$ cat src/rtl/request_debouncer_pkg.sv
// Constants shared by the button front end and the round-robin arbiter that consumes
// its request vector.
package request_debouncer_pkg;

   localparam int NUM_REQ_LINES           = 4;
   localparam int DEFAULT_DEBOUNCE_CYCLES = 1000000;
   localparam int CLK_FREQ_HZ             = 50000000;

   typedef enum logic {
      IDLE    = 1'b0,
      PENDING = 1'b1
   } pend_state_t;

endpackage

$ cat src/rtl/request_debouncer_debounce_channel.sv
// One button line: synchroniser chain, stability counter and a single-cycle press pulse
// on each accepted rising level.
module debounce_channel
   import request_debouncer_pkg::*;
#(
   parameter int DEBOUNCE_CYCLES = DEFAULT_DEBOUNCE_CYCLES,
   parameter int SYNC_STAGES     = 2
) (
   input  logic clk,
   input  logic reset,
   input  logic i_btn,
   output logic o_press
);

   localparam int                 CNT_W   = $clog2(DEBOUNCE_CYCLES + 1);
   localparam logic [CNT_W-1:0]   CNT_MAX = CNT_W'(DEBOUNCE_CYCLES - 1);
   localparam logic [CNT_W-1:0]   CNT_ONE = CNT_W'(1);

   logic [SYNC_STAGES-1:0] r_sync;
   logic                   r_stable;
   logic                   r_stable_d;
   logic [CNT_W-1:0]       r_cnt;
   logic                   w_sync;

   assign w_sync = r_sync[SYNC_STAGES-1];

   always_ff @(posedge clk) begin
      if (reset) begin
         r_sync     <= '0;
         r_stable   <= 1'b0;
         r_stable_d <= 1'b0;
         r_cnt      <= '0;
      end else begin
         r_sync     <= {r_sync[SYNC_STAGES-2:0], i_btn};
         r_stable_d <= r_stable;
         // Any cycle of agreement restarts the count, so only an unbroken run is accepted.
         if (w_sync == r_stable) begin
            r_cnt <= '0;
         end else if (r_cnt == CNT_MAX) begin
            r_stable <= w_sync;
            r_cnt    <= '0;
         end else begin
            r_cnt <= r_cnt + CNT_ONE;
         end
      end
   end

   assign o_press = r_stable & ~r_stable_d;

endmodule

$ cat src/rtl/request_debouncer.sv
// Turns four bouncy buttons into sticky requests for the arbiter; each request is held
// until the arbiter's grant for that line falls.
module request_debouncer
   import request_debouncer_pkg::*;
#(
   parameter int DEBOUNCE_CYCLES   = DEFAULT_DEBOUNCE_CYCLES,
   parameter int SYNC_STAGES       = 2,
   parameter bit BUTTON_ACTIVE_LOW = 1'b1
) (
   input  logic                     clk,
   input  logic                     reset,
   input  logic [NUM_REQ_LINES-1:0] button_in,
   input  logic [NUM_REQ_LINES-1:0] grant_in,
   output logic [NUM_REQ_LINES-1:0] request_queue
);

   logic [NUM_REQ_LINES-1:0] w_btn_n;
   logic [NUM_REQ_LINES-1:0] w_press;
   logic [NUM_REQ_LINES-1:0] r_grant_d;
   logic [NUM_REQ_LINES-1:0] r_gdone;
   pend_state_t              r_state [NUM_REQ_LINES];

   assign w_btn_n = button_in ^ {NUM_REQ_LINES{BUTTON_ACTIVE_LOW}};

   for (genvar gi = 0; gi < NUM_REQ_LINES; gi++) begin : g_line
      debounce_channel #(
         .DEBOUNCE_CYCLES (DEBOUNCE_CYCLES),
         .SYNC_STAGES     (SYNC_STAGES)
      ) u_channel (
         .clk     (clk),
         .reset   (reset),
         .i_btn   (w_btn_n[gi]),
         .o_press (w_press[gi])
      );

      assign request_queue[gi] = (r_state[gi] == PENDING);
   end

   // The grant-done event is registered, so a request drops on the second edge after
   // the arbiter's grant is first seen low.
   always_ff @(posedge clk) begin
      if (reset) begin
         r_grant_d <= '0;
         r_gdone   <= '0;
         for (int i = 0; i < NUM_REQ_LINES; i++) begin
            r_state[i] <= IDLE;
         end
      end else begin
         r_grant_d <= grant_in;
         r_gdone   <= r_grant_d & ~grant_in;
         for (int i = 0; i < NUM_REQ_LINES; i++) begin
            case (r_state[i])
               IDLE:    if (w_press[i]) r_state[i] <= PENDING;
               PENDING: if (r_gdone[i] && !w_press[i]) r_state[i] <= IDLE;
               default: r_state[i] <= IDLE;
            endcase
         end
      end
   end

endmodule

$ cat config.mk
export PLATFORM = sky130hd
export DESIGN_NAME = request_debouncer
export DESIGN_NICKNAME = d
export VERILOG_FILES = /design/src/rtl/request_debouncer_pkg.sv /design/src/rtl/request_debouncer_debounce_channel.sv /design/src/rtl/request_debouncer.sv
export SDC_FILE = /design/constraint.sdc
export NUM_CORES = 1
export LEC_CHECK = 0
export ABC_AREA = 1
export CAP_MARGIN = 15
export CORE_MARGIN = 3
export CORE_UTILIZATION = 55
export CTS_CLUSTER_SIZE = 25
export DETAILED_ROUTE_END_ITERATION = 10
export PLACE_DENSITY = 0.72
export REMOVE_ABC_BUFFERS = 1
export SYNTH_ARGS = -nofsm -noshare
export SYNTH_HDL_FRONTEND = slang
export SYNTH_SLANG_ARGS = --single-unit
export TNS_END_PERCENT = 5
$ cat constraint.sdc
create_clock -name clk -period 1.5 [get_ports clk]
set_input_delay 0.225 -clock clk [delete_from_list [all_inputs] [get_ports clk]]
set_output_delay 0.225 -clock clk [all_outputs]
set_load 0.01 [all_outputs]
# After elaboration in Yosys (flattened, before gate mapping)
# Memory sizes are Yosys's and may differ from the RTL's.
# Cells that the tools add are included.
# W data, S select, Z words.
totals:
  output_inout_bits: 4
  mem_count: 1
  input_bits: 10
  elab_cells: 112
  reg_bits: 104
  ram_bits: 4
memory_table:
  columns: ["name", "words", "width", "read_ports", "rd_ports_with_merged_regs", "wr", "line_no", "source"]
  rows:
  - ["r_state", 4, 1, 4, 0, 4, "request_debouncer.sv:21", "pend_state_t r_state [NUM_REQ_LINES];"]
classes:
  n_bitwise: 23
  eq_ne: 8
  n_reduce_logical: 16
  addsub: 4
  muxes: 42
op_table:
  columns: ["op", "n"]
  rows:
  - ["$add A20 B1 Y20 const B", 4]
  - ["$eq A20 B20 Y1 const B", 4]
  - ["$mux W1", 42]
  - ["$reduce_or A3 Y1", 4]
  - ["$not A1 Y1", 8]
  - ["$not A4 Y4", 2]
  - ["$or A1 B1 Y1", 8]
  - ["$reduce_and A2 Y1", 4]
  - ["$and A1 B1 Y1", 4]
  - ["$and A4 B4 Y4", 1]
  - ["$eq A1 B1 Y1", 4]
  - ["$logic_and A1 B1 Y1", 4]
  - ["$logic_not A1 Y1", 4]

# Logic depth before layout (Yosys ltp)
logic_depth:
  depth_word: 9
  ltp_mapped: 10
  ltp_nobuf: 9

# Modules after synthesis
# From an unflattened synthesis, not the netlist that was laid out.
unflattened:
  cells_unflattened: 738
  area_unflattened_um2: 5295.1
by_module_without_submodules:
  columns: ["mod", "area_each_um2", "cells_each", "seq_area_each_um2", "instances"]
  rows:
  - ["debounce_channel", 1198.6, 169, 480.5, 4]
  - ["request_debouncer", 500.5, 62, 280.3, 1]

# Worst setup path before layout
# Ideal clock, no wire load.
synth_path:
  path_kind: "flip-flop to flip-flop"
  from: "reg g_line[2].u_channel.r_cnt[0]"
  to: "reg g_line[2].u_channel.r_cnt[11]"
  setup_ps: 114
  synth_period_minus_slack_ps: 1379
  t_arrival_ps: 1265
  path_stages_with_launch: 8
  path_slack_ps: 121
  n_path_buf: 1
  required_time_ps: 1386
  cell_sequence: "dfxtp_1 ha_1 nand3_2 inv_1 nand3_1 o21bai_4 buf_6 nor2_1"
synth_between:
  elab_chain_cells: 2
  elab_cells_between_ends: 3
  cone_classes: "1 x add/sub; 1 x eq/ne; 1 x reduce/logical"
synth_lines:
  columns: ["element", "line_no", "source"]
  rows:
  - ["from (decl)", "request_debouncer_debounce_channel.sv:22", "logic [CNT_W-1:0] r_cnt;"]
  - ["from (signal assigned)", "request_debouncer_debounce_channel.sv:43", "r_cnt <= r_cnt + CNT_ONE;"]
  - ["branches (longest 2 deep; another with $add A20 B1 Y20)", null, null]
# Several ways; the timed one is not identified.
# A chain may end at the register's enable or synchronous reset.

# Worst setup path in the final report
layout_path:
  from: "reg g_line[1].u_channel.r_cnt[1]"
  to: "reg g_line[1].u_channel.r_cnt[14]"
layout_between:
  elab_chain_cells: 2
  elab_cells_between_ends: 3
  cone_classes: "1 x add/sub; 1 x eq/ne; 1 x reduce/logical"
layout_lines:
  columns: ["element", "line_no"]
  rows:
  - ["from (decl)", "request_debouncer_debounce_channel.sv:22"]
  - ["from (signal assigned)", "request_debouncer_debounce_channel.sv:43"]
  - ["branches (longest 2 deep; another with $add A20 B1 Y20)", null]
# Several ways; the timed one is not identified.

==> impl_metrics.tcl <==
set metrics [dict create \
    status "finished, final reports clean" \
    num_io_pins 14 \
    die_y_um 102.0 \
    dieArea_um2 10400 \
    cts.sinks 108 \
    synth_area_um2 5066 \
    synth.top_cell.area_share_pct 41.10 \
    drc 0 \
    grt.busiest_layer "met2" \
    power_density_nw_per_um2 829.3 \
    first_pass_iters 4 \
    use_met2_pct 36.83 \
    async_flop_share_pct 0 \
    fin_crit_sh_pct 96.59 \
    clk_latency_ns 0.37 \
    viasPerCell 4.953 \
    cp_max_fo 2 \
    syn_inst 739 \
    area_delta_synth_final_pct 15.19 \
    finalSetupViolations 0 \
    intPower_mw 3.761 \
    hp-class "primary input to flop" \
    n_fill_cell 799 \
    wire_per_inst_um 11.29 \
    grt_use_met1_pct 24.67 \
    n_antenna_cell 0 \
    p_leak_nw 2.077 \
    critPathCaptureType "flop" \
    vias 4438 \
    cts-buffers-inserted 9 \
    tritoncts "built" \
    seqPwrFrac_pct 60.3 \
    yosys-top-cells-area "dfxtp_1 41%, nor2_1 14%, nand2_1 14%, inv_1 5.7%, xor2_1 5.0%" \
    ys.flop_type "dfxtp_1" \
    switching_share_pct 22.29 \
    ys_seq_area_share_pct 43.47 \
    p_clk_share_pct 37.0 \
    path_clk_slew_ns 0.11 \
    avgSynthCellArea_um2 6.855 \
    rsz0062_at_grt "true" \
    drv_cap 0 \
    post-route-worst-setup-slack_ns 0.05116 \
    power.switching_mw 1.079 \
    p_comb_share_pct 2.6 \
    worst_slew_pin_slew_ns 0.3993 \
    place_congestion 0.9021 \
    cp.required_ns 1.81 \
    ant_nets 0 \
    synth-edff-count 4 \
    synthDistinctLibCells 33 \
    critical_path_class "flop to flop" \
    grt_max_degree 21 \
    met3_usage_pct 4.915 \
    slew_viol_final 0 \
    power_mw 4.839 \
    fmaxAchievable_mhz 690.2 \
    hold_viol_final 0 \
    io_buffers 13 \
    period_minus_slack_ns 1.449 \
    drive_gt1_share_pct 10.91 \
    die_w_um 102.0 \
    nets 797 \
    grt_pass1_wl_um 17730 \
    place_ws_ns -0.1655 \
    critPathLaunch "g_line[1].u_channel.r_cnt[1]$_SDFF_PP0_" \
    r2r-start "g_line[1].u_channel.r_cnt[1]$_SDFF_PP0_" \
    yosysWarnings 0 \
    final_common_cell "nor2_1" \
    vdd_ir_drop_max_v 0.0006262 \
    hp-start "button_in[3]" \
    drt_wl_total_um 10110 \
    synth_area_leader_cell "dfxtp_1" \
    start_kind "flop" \
    cts_root_buffer "clkbuf_8" \
    fin_skew_ns 0.01548 \
    h-tree-depth 3 \
    clock_path_buffers 2 \
    ys_seq_elements 108 \
    core_area_um2 8848 \
    dp_hpwl_um 7462 \
    grt_pass1_vias 4338 \
    grt_remaining_overflow 0 \
    antenna_found_initial 0 \
    cp_data_arrival_time_ns 1.76 \
    track_usage_pct 20.76 \
    start_util_pct 57.25 \
    rows 34 \
    drtIter0Drc 139 \
    final_cell_mix "186 x nor2_1, 183 x nand2_1, 100 x dfxtp_1" \
    maxSlewHeadroom_pct 73.31 \
]
[worst max-delay path: stages (launching register included)]
cell	delay (ns)
dfxtp_2	0.36
ha_4	0.13
buf_4	0.10
nand3_1	0.11
nor2_2	0.16
nand3_1	0.12
or2_2	0.29
a21oi_1	0.12
[registers in the layout (all words and copies together) (netlist names)]
register / cells
r_state: 4
g_line.u_channel.r_stable_d: 4
g_line.u_channel.r_sync: 8
g_line.u_channel.r_cnt: 80
r_grant_d: 4
r_gdone: 4
g_line.u_channel.r_stable: 4
[area by class of cell]
class                   instances  area, µm²  share of cell area, %
clock inverters                 6      68.82                  1.179
repair buffers                 46      405.4                  6.947
flip-flops and latches        108       2207                  37.82
inverters                      78      292.8                  5.017
clock buffers                  10      127.6                  2.187
well taps                     108      135.1                  2.316
multi-input cells             540       2599                  44.53
[metal layers]
metal	vias up	part of all wire, %
li1	2361	-
met1	1996	45
met5	-	0
met2	69	51
met3	12	2.8
met4	0	1.2
[through the flow]
step / setup TNS, ns / cell area [µm²] / hold slack, ns / std cells / util [%]
global route: -0.7300 / 5836 / 0.3621 / 896 / 65.95
finish: 0 / 5836 / 0.3656 / 896 / 65.95
detailed placement: -2.223 / 5500 / 0.3950 / 879 / 62.16
CTS: 0 / 5719 / 0.3544 / 895 / 64.64
floorplan: -0.01836 / 4982 / 0.2917 / 726 / -
global placement: -0.9304 / 5500 / 0.3925 / 879 / 62.16
[what timing repair did]
action,4_1_cts,5_1_grt
setup buffers,0,1
pin swaps,0,3
setup endpoints to repair,32,79
gates resized for setup,13,26
hold buffers,0,0
[power by group through the flow]
stage | clock network, mW | registers [mW] | logic [mW]
after floorplan | 0 | 2.99 | 0.0458
after global placement | 0 | 2.99 | 0.123
after detailed placement | 0 | 2.99 | 0.127
after CTS | 1.84 | 2.92 | 0.126
after global routing | 1.94 | 2.92 | 0.143
final | 1.79 | 2.92 | 0.128
[cell usage after synthesis, drive strengths merged (8+ instances only)]
| master | instances |
|---|---|
| xnor2 | 9 |
| a21oi | 22 |
| buf | 13 |
| inv | 78 |
| dfxtp | 104 |
| nand2 | 186 |
| or2 | 8 |
| nor2 | 199 |
| nand3 | 45 |
| nor3 | 9 |
| xor2 | 29 |
| nand4 | 9 |
[cells by family (layout without fill, tap and decap cells)]
family          after synthesis  in the layout  synth area share [%]
compound gates               36             36                 4.198
xor+xnor                     38             38                 6.570
fa+ha+maj                     4              4                0.9879
buf+inv                      91            140                 7.434
flops                       108            108                 43.47
simple gates                462            462                 37.34
[final timing paths]
check                                                                 to  slack, ns  depth (start not counted)
worst min register to register  g_line[0].u_channel.r_sync[1]$_SDFF_PP0_       0.41                          2
worst max register to register  g_line[1].u_channel.r_cnt[14]$_SDFF_PP0_       0.05                          7
worst max-delay path            g_line[1].u_channel.r_cnt[14]$_SDFF_PP0_       0.05                          7
worst min-delay path            g_line[3].u_channel.r_sync[0]$_SDFF_PP0_       0.37                          2
Note: power is estimated with default switching activity, not from simulation.
